File: config.mk
export PLATFORM = sky130hd
export DESIGN_NAME = inst_mem_multiport_flat
export DESIGN_NICKNAME = d
export VERILOG_FILES = /design/src/rtl/inst_mem_multiport_if.sv /design/src/rtl/inst_mem_multiport.sv /design/src/flat_wrapper.sv
export SDC_FILE = /design/constraint.sdc
export NUM_CORES = 2
export LEC_CHECK = 0
export ABC_CLOCK_PERIOD_IN_PS = 3870
export CORE_AREA = 4 4 572 574
export DETAILED_ROUTE_END_ITERATION = 10
export DIE_AREA = 0 0 576 578
export SETUP_SLACK_MARGIN = 0.02
export SYNTH_ARGS = -nofsm -noshare
export SYNTH_HDL_FRONTEND = slang
export SYNTH_SLANG_ARGS = --single-unit
File: constraint.sdc
create_clock -name clk -period 3.87 [get_ports clk]
set_input_delay 0.5805 -clock clk [delete_from_list [all_inputs] [get_ports clk]]
set_output_delay 0.5805 -clock clk [all_outputs]
set_load 0.01 [all_outputs]
File: src/rtl/inst_mem_multiport_if.sv
// Fetch and program-load signal bundle for the multi-port instruction memory.
// The master drives requests and load beats; the slave (the memory) answers them.
interface inst_mem_multiport_if #(
    parameter int PC_WIDTH     = 8,
    parameter int INST_WIDTH   = 16,
    parameter int NUM_RD_PORTS = 2
);
    logic [NUM_RD_PORTS-1:0]            rd_req;
    logic [NUM_RD_PORTS*PC_WIDTH-1:0]   rd_addr;
    logic [NUM_RD_PORTS-1:0]            rd_valid;
    logic [NUM_RD_PORTS*INST_WIDTH-1:0] rd_inst;
    logic [NUM_RD_PORTS-1:0]            rd_misalign;
    logic                               ld_start;
    logic [PC_WIDTH-1:0]                ld_base;
    logic [PC_WIDTH-1:0]                ld_count;
    logic                               ld_valid;
    logic [INST_WIDTH-1:0]              ld_data;
    logic                               ld_ready;
    logic                               ld_done;
    logic                               busy;

    modport master (
        output rd_req, rd_addr, ld_start, ld_base, ld_count, ld_valid, ld_data,
        input  rd_valid, rd_inst, rd_misalign, ld_ready, ld_done, busy
    );

    modport slave (
        input  rd_req, rd_addr, ld_start, ld_base, ld_count, ld_valid, ld_data,
        output rd_valid, rd_inst, rd_misalign, ld_ready, ld_done, busy
    );
endinterface

File: src/rtl/inst_mem_multiport.sv
// Instruction store with registered multi-port fetch and a streaming program-load
// port. Fetches are serviced only in IDLE, so reads and load writes never collide.
module inst_mem_multiport #(
    parameter int PC_WIDTH     = 8,
    parameter int INST_WIDTH   = 16,
    parameter int DEPTH        = 128,
    parameter int NUM_RD_PORTS = 2
) (
    input  logic                   clk,
    input  logic                   rst,
    inst_mem_multiport_if.slave    bus
);
    localparam int IDX_W = PC_WIDTH - 1;

    typedef enum logic {S_IDLE, S_LOAD} state_t;

    logic [INST_WIDTH-1:0] mem [DEPTH];

    state_t                             state_q, state_d;
    logic [IDX_W-1:0]                   ptr_q, ptr_d;
    logic [PC_WIDTH-1:0]                rem_q, rem_d;
    logic                               ld_ready_q, ld_ready_d;
    logic                               ld_done_q, ld_done_d;
    logic                               busy_q, busy_d;
    logic [NUM_RD_PORTS-1:0]            rd_valid_q, rd_valid_d;
    logic [NUM_RD_PORTS-1:0]            rd_misalign_q, rd_misalign_d;
    logic [NUM_RD_PORTS*INST_WIDTH-1:0] rd_inst_q, rd_inst_d;
    logic                               wr_en;

    // Byte address bit 0 of the load base carries no word information.
    logic unused_ld_base0;
    assign unused_ld_base0 = bus.ld_base[0];

    always_comb begin
        state_d       = state_q;
        ptr_d         = ptr_q;
        rem_d         = rem_q;
        ld_done_d     = 1'b0;
        wr_en         = 1'b0;
        rd_valid_d    = '0;
        rd_misalign_d = '0;
        rd_inst_d     = rd_inst_q;

        case (state_q)
            S_IDLE: begin
                for (int p = 0; p < NUM_RD_PORTS; p++) begin
                    if (bus.rd_req[p]) begin
                        rd_valid_d[p]    = 1'b1;
                        rd_misalign_d[p] = bus.rd_addr[p*PC_WIDTH];
                        rd_inst_d[p*INST_WIDTH +: INST_WIDTH] =
                            bus.rd_addr[p*PC_WIDTH] ? '0 : mem[bus.rd_addr[p*PC_WIDTH+1 +: IDX_W]];
                    end
                end
                if (bus.ld_start) begin
                    if (bus.ld_count != '0) begin
                        state_d = S_LOAD;
                        ptr_d   = bus.ld_base[PC_WIDTH-1:1];
                        rem_d   = bus.ld_count;
                    end else begin
                        ld_done_d = 1'b1;
                    end
                end
            end
            S_LOAD: begin
                if (bus.ld_valid && ld_ready_q) begin
                    wr_en = 1'b1;
                    ptr_d = ptr_q + IDX_W'(1);
                    rem_d = rem_q - PC_WIDTH'(1);
                    if (rem_q == PC_WIDTH'(1)) begin
                        state_d   = S_IDLE;
                        ld_done_d = 1'b1;
                    end
                end
            end
            default: state_d = S_IDLE;
        endcase

        ld_ready_d = (state_d == S_LOAD);
        busy_d     = (state_d == S_LOAD);
    end

    always_ff @(posedge clk or posedge rst) begin
        if (rst) begin
            state_q       <= S_IDLE;
            ptr_q         <= '0;
            rem_q         <= '0;
            ld_ready_q    <= 1'b0;
            ld_done_q     <= 1'b0;
            busy_q        <= 1'b0;
            rd_valid_q    <= '0;
            rd_misalign_q <= '0;
            rd_inst_q     <= '0;
        end else begin
            state_q       <= state_d;
            ptr_q         <= ptr_d;
            rem_q         <= rem_d;
            ld_ready_q    <= ld_ready_d;
            ld_done_q     <= ld_done_d;
            busy_q        <= busy_d;
            rd_valid_q    <= rd_valid_d;
            rd_misalign_q <= rd_misalign_d;
            rd_inst_q     <= rd_inst_d;
        end
    end

    // Storage is deliberately outside the reset domain so programs survive rst.
    always_ff @(posedge clk) begin
        if (wr_en) begin
            mem[ptr_q] <= bus.ld_data;
        end
    end

    assign bus.rd_valid    = rd_valid_q;
    assign bus.rd_misalign = rd_misalign_q;
    assign bus.rd_inst     = rd_inst_q;
    assign bus.ld_ready    = ld_ready_q;
    assign bus.ld_done     = ld_done_q;
    assign bus.busy        = busy_q;
endmodule
File: src/flat_wrapper.sv
// flat-port wrapper written by rule: the top's interface ports become plain ports
module inst_mem_multiport_flat 
#(
    parameter int PC_WIDTH     = 8,
    parameter int INST_WIDTH   = 16,
    parameter int DEPTH        = 128,
    parameter int NUM_RD_PORTS = 2
)
  (clk, rst, bus_rd_req, bus_rd_addr, bus_ld_start, bus_ld_base, bus_ld_count, bus_ld_valid, bus_ld_data, bus_rd_valid, bus_rd_inst, bus_rd_misalign, bus_ld_ready, bus_ld_done, bus_busy);
  inst_mem_multiport_if #(.PC_WIDTH(PC_WIDTH), .INST_WIDTH(INST_WIDTH), .NUM_RD_PORTS(NUM_RD_PORTS)) bus_i ();
  input  logic clk;
  input  logic rst;
  input wire logic [$bits(bus_i.rd_req)-1:0] bus_rd_req;
  input wire logic [$bits(bus_i.rd_addr)-1:0] bus_rd_addr;
  input wire logic [$bits(bus_i.ld_start)-1:0] bus_ld_start;
  input wire logic [$bits(bus_i.ld_base)-1:0] bus_ld_base;
  input wire logic [$bits(bus_i.ld_count)-1:0] bus_ld_count;
  input wire logic [$bits(bus_i.ld_valid)-1:0] bus_ld_valid;
  input wire logic [$bits(bus_i.ld_data)-1:0] bus_ld_data;
  output wire logic [$bits(bus_i.rd_valid)-1:0] bus_rd_valid;
  output wire logic [$bits(bus_i.rd_inst)-1:0] bus_rd_inst;
  output wire logic [$bits(bus_i.rd_misalign)-1:0] bus_rd_misalign;
  output wire logic [$bits(bus_i.ld_ready)-1:0] bus_ld_ready;
  output wire logic [$bits(bus_i.ld_done)-1:0] bus_ld_done;
  output wire logic [$bits(bus_i.busy)-1:0] bus_busy;
  assign bus_i.rd_req = bus_rd_req;
  assign bus_i.rd_addr = bus_rd_addr;
  assign bus_i.ld_start = bus_ld_start;
  assign bus_i.ld_base = bus_ld_base;
  assign bus_i.ld_count = bus_ld_count;
  assign bus_i.ld_valid = bus_ld_valid;
  assign bus_i.ld_data = bus_ld_data;
  assign bus_rd_valid = bus_i.rd_valid;
  assign bus_rd_inst = bus_i.rd_inst;
  assign bus_rd_misalign = bus_i.rd_misalign;
  assign bus_ld_ready = bus_i.ld_ready;
  assign bus_ld_done = bus_i.ld_done;
  assign bus_busy = bus_i.busy;
  inst_mem_multiport #(.PC_WIDTH(PC_WIDTH), .INST_WIDTH(INST_WIDTH), .DEPTH(DEPTH), .NUM_RD_PORTS(NUM_RD_PORTS)) u_core (.clk(clk), .rst(rst), .bus(bus_i));
endmodule
### Word-level counts from Yosys, hierarchy flattened

Memory sizes are Yosys's and may differ from the RTL's.
Cells that the tools add are included.

* memory bits (writable): 2048
* memories kept: 1
* logic and storage cells: 51
* bits of input ports: 54
* register bits: 53
* output and inout bits: 39

Memory list
* u_core.mem: words 128, width 16, read ports 2, clocked after memory_dff 0, wr ports 1, RTL line inst_mem_multiport.sv:17 `logic [INST_WIDTH-1:0] mem [DEPTH];`

* equality and inequality tests: 4
* reductions and logical operators: 5
* add/sub/neg operators: 2
* mux-type cells: 30
* bitwise logic cells: 1

Operators with widths (number)
* $mux W16: 2
* $mux W8: 3
* $mux W7: 3
* $mux W1: 16
* $pmux W8 S2: 1
* $pmux W7 S2: 1
* $eq A8 B1 Y1 const B: 1
* $reduce_bool A8 Y1: 1
* $sub A8 B1 Y8 const B: 1
* $add A7 B1 Y7 const B: 1
* $mux W2: 2
* $ne A2 B2 Y1 const B: 2
* $pmux W1 S2: 2
* $reduce_and A2 Y1: 2
* $reduce_and A3 Y1: 1
* $ne A2 B1 Y1 const B: 1
* $logic_and A1 B1 Y1: 1
* $not A1 Y1: 1

### Logic depth before layout (Yosys ltp)

* depth after elaboration: 5
* mapped depth: 10
* depth with buffers taken out: 6

### Worst setup path before layout

No wires, ideal clock.

* path type: register to register
* from: register u_core.state_q
* to: memory u_core.mem[72][0] (enable)
* slack: 0.840 ns
* stages on the path, launching flop included: 7
* data arrival time: 2.621 ns
* buffers on the path: 2
* data required time: 3.461 ns
* path through: dfrtp_1 -> clkbuf_1 -> and2_1 -> clkbuf_1 -> nand3_1 -> or2_2 -> nor3_1

* longest elaborated chain between the ends: 5

RTL lines
* from (decl): RTL line inst_mem_multiport.sv:19 `state_t state_q, state_d;`
* from (signal assigned): RTL line inst_mem_multiport.sv:94 `state_q <= state_d;`
* $logic_and A1 B1 Y1
* $mux W1
* $mux W1 (*): RTL line inst_mem_multiport.sv:44 `case (state_q)`
* $mux W1 (*): RTL line inst_mem_multiport.sv:108 `if (wr_en) begin`
* $mux W1 (not written as such) (*): RTL line inst_mem_multiport.sv:109 `mem[ptr_q] <= bus.ld_data;`
* to (decl): RTL line inst_mem_multiport.sv:17

Every way passes the cells marked *; elsewhere a longest branch is shown, timed or not.

==> results.ini <==
[status]
run_status = finished, violations left
violations = max-capacitance violations

[setup_path]
slowest_stage = dfrtp_2
crit_path_start_kind = flip-flop
path_class = reg -> out
cp-startpoint = u_core.state_q
path_buf_inv = 2
crit-reg2reg-launch = u_core.state_q
critPathMaxFanout = 21
worstPathCellList = buf_4 -> clkdlybuf4s50_1
critPathRequiredTime_ns = 3.29
worst_path_largest_cell_delay_ns = 0.90
critical-path-top-delay-family = buffers and inverters
critPathCaptureType = output port
worstPathArrival_ns = 2.92

[placement]
io_buffer_count = 91
place_congestion = 0.9290
dp.cells = 9558
dp_hpwl_um = 200700

[layout]
instances_no_fill = 9978
nets = 5517
area_growth_pct = 16.63
drive_above_1_share_pct = 35.58

[global_route]
grt_pass1_vias = 57120
gr-usage-all-layers_pct = 18.10
overflow = 0
grt_max_degree = 88
antenna_found_initial = 14
grt_pass1_wl_um = 434000

[synthesis]
yosysMostFrequentCell = edfxtp_1
ys_seq_area_share_pct = 65.20
netlist-cell-type-count = 50
synth_warnings = 0
postSynthAreaPerCell_um2 = 18.84
synthArstFlopShare_pct = 2.523
syn-num-nets = 5172
yosys_register_bits = 2101
synthFlopType = edfxtp_1
synthTopCellsByArea = edfxtp_1 64%, mux4_2 20%, mux2_2 2.8%
netlist_area_mm2 = 0.09636
synth_commonest_cells = 2048 x edfxtp_1, 864 x mux4_2, 319 x a22oi_1, 240 x mux2_2, 222 x nor2_1
syn_inst = 5115
synth_edf_count = 2048
synth_top_area_share_pct = 63.82
yosys.area.top_type = edfxtp_1

[clock_network]
cts_tree = built
cts_hold_buf = 0
cts-resized-gates = 0
cts.sinks = 2101
post_cts.repair.setup_buffers = 0
clockRootBuffer = clkbuf_16
clkSlewWorstSetupHoldPaths_ns = 0.06
clock_path_buffers = 4
insertion_delay_ns = 0.89
cts_buffers = 225
htree_levels = 4

[sta]
skew_ns = 0.07593
clock.fmax_ghz = 0.2857
rsz0062_at_grt = false
fin_setup_tns_ns = 0
finalWorstPathRequiredPeriod_ns = 3.500
max-slew-margin-rel_pct = 1.779
post-route-period-util_pct = 90.43
setup_violations = 0
tightest_slew_ns = 1.460
drv_slew = 0
final-hold-violation-count = 0

[routing]
wl_per_cell_um = 31.09
drc = 0
drt_wl_total_um = 310200
dr.pass1.iters = 6
viasPerCell = 5.655
dr_total_vias = 56430
ant_nets = 0
drtIter0Drc = 7270

[floorplan]
fp-row-count = 209
die_w_um = 576
dieArea_mm2 = 0.3329
initial_utilization_pct = 29.86
die_y_um = 578
coreArea_mm2 = 0.3227
ios = 93

[pwr]
p_per_area_mw_per_mm2 = 476.4
irDropWorstVdd_mv = 0.3811
p_leak_nw = 34.78

[min_path]
holdCritPathClass = in -> reg
hold_start = bus_ld_data[14]

[run]
maxCapViolCount = 1

[kinds of logic after synthesis]
group | count (synthesis) | share of synthesized area, %
AOI/OAI and AO/OA | 825 | 5.865
muxes | 1204 | 24.04
buffers and inverters | 424 | 2.117
adders and majority gates | 3 | 0.03896
DFF | 2101 | 65.20
and+or+nand+nor | 558 | 2.742
[final timing paths]
kind                                           to  slack [ns]  cells after the start
min                            u_core.mem[79][14]        0.18                      1
max in group asynchronous  u_core.bus.rd_inst[28]        2.56                      3
min reg2reg                       u_core.rem_q[6]        0.53                      1
min in group asynchronous  u_core.bus.rd_inst[15]        0.47                      2
max                                  bus_ld_ready        0.37                      2
max reg2reg                 u_core.bus.rd_inst[2]        0.42                      7
[worst register-to-register path, delay by kind of cell (launching register included)]
family | cells | cell delay [ns]
compound gates | 3 | 0.43
buf+inv | 2 | 0.68
flops | 1 | 0.70
simple gates | 2 | 1.57
[layout by cell type (no fill, tap or decap), types with 68 or more instances in the layout]
cell type        Yosys  routed
a21oi_1             83      83
a22oi_1            319     319
buf_12               0      71
buf_4               29     390
clkbuf_16            0     228
clkdlybuf4s50_1      0      69
edfxtp_1          2048    2048
mux2_2             240     240
mux2i_1            100     100
mux4_2             864     864
nand2_1            116     116
nand3_1             70      68
nor2_1             222     134
nor2_2               0      84
o21ai_0             87      87
o22ai_1            163     163
[metal layers]
metal / GRT usage [%] / vias to the layer above / part of all wire (%)
li1: - / 22700 / -
met1: 23.19 / 29990 / 37
met2: 29.00 / 3160 / 47
met3: 3.898 / 580 / 9.7
met4: 9.359 / 0 / 6.2
met5: 0 / - / 0
[report_power, final]
group | switching [W] | total, W | internal (W)
Combinational | 0.00359 | 0.00586 | 0.00227
Sequential | 0.000908 | 0.0265 | 0.0256
Clock | 0.00907 | 0.0212 | 0.0121
Total | 0.0136 | 0.0535 | 0.0400
[cell type report]
class / instances / area (µm²)
antenna: 9 / 22.52
clock buffer: 277 / 5929
clock inverter: 134 / 1207
fill: 30110 / 210300
inverter: 6 / 23.77
multi-input combinational: 2590 / 31850
sequential: 2101 / 62830
tap: 4325 / 5411
timing repair buffer: 536 / 5110
[through the flow]
step / hold slack, ns / setup WS [ns] / power, W / util [%] / cell area [µm²]
after CTS: 0.1585 / 0.2707 / 0.05381 / 34.82 / 112400
final: 0.1826 / 0.3702 / 0.05354 / 34.83 / 112400
after global routing: 0.1770 / 0.3499 / 0.05509 / 34.82 / 112400
after global placement: 0.5059 / 0.03396 / 0.03266 / 32.61 / 105200
after floorplan: 0.4830 / 0.8399 / 0.02940 / - / 96360
after detailed placement: 0.5210 / 0.07689 / 0.03278 / 32.61 / 105200
[state kept, by name, indices dropped and copies added (netlist names)]
register / count
u_core.bus.ld_done: 1
u_core.bus.rd_inst: 32
u_core.bus.rd_misalign: 2
u_core.bus.rd_valid: 2
u_core.mem: 2048
u_core.ptr_q: 7
u_core.rem_q: 8
u_core.state_q: 1
Note: power is estimated with default switching activity, not from simulation.
